[src/rtl/pc_sequencer.sv]
// Program sequencer: owns the PC, fetches one 16-bit instruction word per
// REQ/ACK handshake, holds it on prg for the jump decoder and forms the next
// PC from the decoder's jump controls once the datapath is ready.
module pc_sequencer #(
    parameter int                ADDR_W   = 16,
    parameter int                OFS_W    = 8,
    parameter logic [ADDR_W-1:0] RESET_PC = '0
) (
    input  logic                    clk,
    input  logic                    rst,
    output logic                    fetch_req,
    output logic [ADDR_W-1:0]       fetch_addr,
    input  logic                    fetch_ack,
    input  logic [15:0]             fetch_data,
    output logic [15:0]             prg,
    output logic                    exec_valid,
    input  logic                    stall,
    input  logic                    jump,
    input  logic                    jumpr,
    input  logic                    page,
    input  logic                    page0,
    input  logic [ADDR_W-OFS_W-1:0] page_reg,
    input  logic [OFS_W-1:0]        acc,
    output logic [ADDR_W-1:0]       pc,
    output logic                    taken
);

    localparam int PAGE_W = ADDR_W - OFS_W;

    typedef enum logic [1:0] {
        IDLE  = 2'd0,
        FETCH = 2'd1,
        EXEC  = 2'd2
    } state_t;

    state_t            state;
    state_t            state_nxt;
    logic [ADDR_W-1:0] pc_nxt;
    logic [ADDR_W-1:0] next_pc;
    logic [15:0]       prg_nxt;
    logic              taken_nxt;
    logic [OFS_W-1:0]  tgt;

    // Jump target offset: only the low seven instruction bits, zero-extended.
    assign tgt = {{(OFS_W-7){1'b0}}, prg[6:0]};

    // Next-PC selection; register-indirect beats every direct jump form,
    // and the sequential case wraps across pages and past the top address.
    always_comb begin
        next_pc = pc + ADDR_W'(1);
        if (jumpr)
            next_pc = {pc[ADDR_W-1:OFS_W], acc};
        else if (jump && page)
            next_pc = {page_reg, tgt};
        else if (jump && page0)
            next_pc = {{PAGE_W{1'b0}}, tgt};
        else if (jump)
            next_pc = {pc[ADDR_W-1:OFS_W], tgt};
    end

    // Next-state logic: fetch handshake, execute/stall, PC update.
    always_comb begin
        // NOTE: every signal gets a default before the case so no path leaves
        // one unassigned, which would otherwise infer a latch.
        state_nxt = state;
        pc_nxt    = pc;
        prg_nxt   = prg;
        taken_nxt = 1'b0;
        case (state)
            IDLE: begin
                state_nxt = FETCH;
            end
            FETCH: begin
                if (fetch_ack) begin
                    prg_nxt   = fetch_data;
                    state_nxt = EXEC;
                end
            end
            EXEC: begin
                if (!stall) begin
                    pc_nxt    = next_pc;
                    taken_nxt = jumpr | jump;
                    state_nxt = FETCH;
                end
            end
            default: begin
                state_nxt = IDLE;
            end
        endcase
    end

    // State register; reset has priority over any handshake or jump.
    always_ff @(posedge clk) begin
        // NOTE: non-blocking assignments so every register samples the
        // pre-edge values regardless of statement order.
        if (rst) begin
            state <= IDLE;
            pc    <= RESET_PC;
            prg   <= '0;
            taken <= 1'b0;
        end else begin
            state <= state_nxt;
            pc    <= pc_nxt;
            prg   <= prg_nxt;
            taken <= taken_nxt;
        end
    end

    assign fetch_req  = (state == FETCH);
    assign fetch_addr = pc;
    assign exec_valid = (state == EXEC);

endmodule

[config.mk]
export PLATFORM = sky130hd
export DESIGN_NAME = pc_sequencer
export DESIGN_NICKNAME = d
export VERILOG_FILES = /design/src/rtl/pc_sequencer.sv
export SDC_FILE = /design/constraint.sdc
export NUM_CORES = 1
export LEC_CHECK = 0
export ABC_AREA = 0
export CELL_PAD_IN_SITES_DETAIL_PLACEMENT = 0
export CELL_PAD_IN_SITES_GLOBAL_PLACEMENT = 1
export CORE_UTILIZATION = 28
export CTS_CLUSTER_DIAMETER = 100
export CTS_CLUSTER_SIZE = 12
export DETAILED_ROUTE_END_ITERATION = 6
export PLACE_DENSITY_LB_ADDON = 0.1
export SYNTH_ARGS = -nofsm -noshare
export SYNTH_HDL_FRONTEND = slang
export SYNTH_SLANG_ARGS = --single-unit
[constraint.sdc]
create_clock -name clk -period 2.4 [get_ports clk]
set_input_delay 0.48 -clock clk [delete_from_list [all_inputs] [get_ports clk]]
set_output_delay 0.48 -clock clk [all_outputs]
set_load 0.02 [all_outputs]
After elaboration in Yosys (flattened, before gate mapping)
Cells that the tools add are included.
{"block": "totals", "regBits": 35, "inputBits": 40, "out_inout_bits": 51, "word_cells": 30}
{"block": "op_classes", "add_sub_neg": 1, "eq_ne": 5, "muxes": 7, "bitwise": 4, "reduce_logical": 8}
{"op": "$mux W16", "n": 3}
{"op": "$add A16 B1 Y16 const B", "n": 1}
{"op": "$mux W8", "n": 1}
{"op": "$pmux W2 S3", "n": 1}
{"op": "$reduce_and A2 Y1", "n": 3}
{"op": "$mux W2", "n": 2}
{"op": "$reduce_and A4 Y1", "n": 1}
{"op": "$ne A3 B1 Y1 const B", "n": 1}
{"op": "$not A1 Y1", "n": 3}
{"op": "$reduce_or A3 Y1", "n": 1}
{"op": "$eq A2 B1 Y1 const B", "n": 1}
{"op": "$eq A2 B2 Y1 const B", "n": 1}
{"op": "$logic_and A1 B1 Y1", "n": 2}
{"op": "$logic_not A2 Y1", "n": 1}
{"op": "$ne A2 B1 Y1 const B", "n": 1}
{"op": "$ne A2 B2 Y1 const B", "n": 1}
{"op": "$or A1 B1 Y1", "n": 1}

Logic depth before layout (Yosys ltp)
{"block": "depth", "word_depth": 5, "mapped_depth": 6, "ltp_nobuf": 5}

Worst setup path before layout
Ideal clock, no wire load.
{"block": "synth_timing", "kind": "in2reg", "startpoint": "in jumpr", "endpoint": "reg pc[11], in the netlist fetch_addr[11]", "setup_ns": 0.075, "t_arrival_ns": 1.825, "t_required_ns": 2.325, "setup_slack_ns": 0.500, "stages": 5, "path_buffers": 1, "path_cell_list": "or4b_1 > buf_2 > a21oi_4 > mux2_1 > a31oi_1"}
{"block": "synth_between", "elab_chain_len": 2}
{"element": "start: declaration", "line": "19", "source": "input logic jumpr,"}
{"element": "$not A1 Y1 (no line)"}
{"element": "$reduce_and A4 Y1 (no line)"}
{"element": "end signal: assignment", "line": "103", "source": "pc <= pc_nxt;"}
{"element": "end: declaration", "line": "24", "source": "output logic [ADDR_W-1:0] pc,"}
Every way passes these cells.
A chain may end at the register's enable or synchronous reset.

Final worst setup path
{"block": "layout_timing", "startpoint": "reg state[0]", "endpoint": "out fetch_req"}
{"block": "layout_between", "elab_chain_len": 1}
{"element": "start: declaration", "line": "36", "source": "state_t state;"}
{"element": "start signal: assignment", "line": "102", "source": "state <= state_nxt;"}
{"element": "$eq A2 B1 Y1", "line": "109", "source": "assign fetch_req = (state == FETCH);"}
{"element": "end: declaration", "line": "11", "source": "output logic fetch_req,"}
Every way passes these cells.

==> run metrics <==
outcome=finished with violations; violated checks=DRC; Site Rows=29; slowest CP cell=clkdlybuf4s50_1; synth top area cells=dfxtp_1 (36%), nand2_1 (9.4%), a21oi_1 (8.1%), buf_4 (6.3%), mux2i_1 (3.1%); Synth top area share=a little over a third; Seq/Total Area, Yosys=36.46%; footprint of the multi-input gates=a little over 1000 um2; TritonCTS clock tree=done; initial core utilization=about 30%; leakage=approximately 0.001 uW; GRT Total Usage=~17%; worst endpoint required time=about 1900 ps; Synth Register Bits=35; core area=about 6500 um2; maximum vdd drop=approximately 0.21 mV; asr flop ratio synth=0%; hold depth=2; setup violators final=0; vias in the first global route=roughly 2.0k; Power Dens Cells=about 450 nW/um2; Iteration-0 DRC Markers=93; postcts setup bufs=0; die area=approximately 7200 um2; most frequent cells after synthesis=nand2_1 (48), dfxtp_1 (35), a21oi_1 (31); Setup Crit Path Kind=reg2out; io pins=between 90 and 100; Routed Antenna Nets=0; via/cell ratio=4.981; Worst Path Arrival=1600 ps; Synth Area per Inst=around 7.6 um2; Fillers=~650; FMAX=around 480 MHz; worst r2r src=fetch_addr[0]; final net count=about 370; Area Growth Syn to Fin=53.12%; synthesis warning total=0; cells along the critical path=nor2b_1, clkdlybuf4s50_1; Final Cycle Share=between 80% and 90%; Reg-to-Reg End=fetch_addr[12]; sink of the worst hold path=prg[9]; die width=between 80 and 90 um; Avg WL per Cell=roughly 14 um; Core Util, Final=between 40% and 50%; Inst Count DP=around 400; Worst Tran Pin Value=just under 600 ps; Worst path max stage delay=~650 ps; via count=just over 2k; Hold Crit Class=reg2reg; Post-CTS Resized=0; Placer Congestion=between 0.8 and 0.9; final hold viol count=0; syn_nets=a little under 300; Design Power=between 1000 and 1500 uW; number of max-cap violations=0; clk slew on worst S/H paths=~80 ps; Worst setup SP type=flop; hold path start=prg[9]; Mapped Cells=about 250; overall routed net length=between 5 and 6 mm; Root Driver=clkbuf_8; Yosys cell types=46; post-route insts no fill=between 400 and 500; maximum buffer depth of the clock tree=2; RSZ-0062 raised after global routing=no; top_reg_cell synth=dfxtp_1; number of synthesized flops with an enable pin=0; first-pass GRT wire length=9.839 mm; max-slew violations=0; Post-Syn Area=1922 um2; hold slack=roughly 460 ps; TNS Setup=0 ps; Die Ht=84.85 um; I/O Buffers=90; CTS Buf Count=5; skew final=approximately 4.6 ps; layout cells sized above 1=7.784%; Congestion Overflow GR=0; area leader, netlist=dfxtp_1; pin count of the biggest net entering global routing=21; crit-path max FO=6; top-count cell post-synth=nand2_1; CP Capture Type=output pin; CTS Hold Buffers Added=0; reg-to-reg setup timing slack=510 ps; TritonCTS Sinks=35; R2R depth=5; ANT cells=0; Relative slew margins=between 60% and 70%; antenna violations before repair=0; drt pass-1 iters=6; DP Wirelength=4.338 mm; register area=700.7 um2; clk_lat worst skew=between 200 and 300 ps; H-Tree Depth=2; Final min period=2076 ps; DRC=4
how the worst max path moves through the flow:
stage | cells after the start | slack, ps | startpoint | endpoint
after floorplan | 5 | 500 | jumpr | fetch_addr[11]
after global placement | 5 | 140 | jumpr | fetch_addr[11]
after detailed placement | 5 | 120 | jumpr | fetch_addr[11]
after CTS | 2 | 310 | state[0] | fetch_req
after global routing | 2 | 200 | state[0] | fetch_req
final | 2 | 320 | state[0] | fetch_req
metrics by stage:
step,area (um2),worst slack [ps]
2_1_floorplan,1922,499.8
3_3_place_gp,2844,136.4
3_5_place_dp,2844,119.3
4_1_cts,2943,311.7
5_1_grt,2943,202.7
6_report,2943,324.4
cell families (layout without fill, tap and decap cells):
family	count (synthesis)	in the layout	synth area share (%)
simple gates	104	104	25.13
compound gates	66	66	22.40
buf+inv	38	119	10.74
flops	35	35	36.46
mux	7	7	3.711
xor+xnor	2	2	0.9116
fa+ha+maj	1	1	0.6509
final cells by class:
class	count	area share (%)
clock buffers	6	2.806
clock inverters	2	0.5527
inverters	7	0.8929
multi-input cells	180	34.48
flip-flops and latches	35	23.81
well taps	77	3.274
repair buffers	104	34.18
worst max-delay path: cells and delay by family, from the launching register on:
| family | cells | cell delay, ps |
|---|---|---|
| and+or+nand+nor | 1 | 240 |
| buffers and inverters | 1 | 650 |
| DFF | 1 | 420 |
report_power, final:
part	switching (uW)	total [uW]	internal, uW
combinational	112	239	127
sequential	17.3	616	599
clock	230	465	234
total	359	1320	960
sequential cells by signal (all words and copies together) (netlist names):
signal      count
state           2
taken           1
fetch_addr     16
prg            16
placed cells by master (no fill, tap or decap), types with 3 or more instances in the layout:
cell,Yosys,layout
nor4_1,5,5
buf_4,16,14
o21ai_0,5,5
nor3_1,11,11
dfxtp_1,35,35
nand4_1,3,3
mux2i_1,6,6
a21oi_1,31,31
nand3_1,8,8
clkbuf_8,0,6
inv_1,7,7
o31ai_1,4,4
nand2_1,48,48
clkdlybuf4s50_1,0,90
a211oi_1,3,3
nor2_1,16,16
per-layer routing:
metal / GRT usage, % / vias to the layer above / wire length, um
met5: 0 / - / 0
met4: 4.777 / 0 / 23
met3: 4.864 / 2 / 357
met2: 27.72 / 64 / 2750
met1: 22.40 / 943 / 2701
li1: - / 1038 / -
Note: power is estimated with default switching activity, not from simulation.
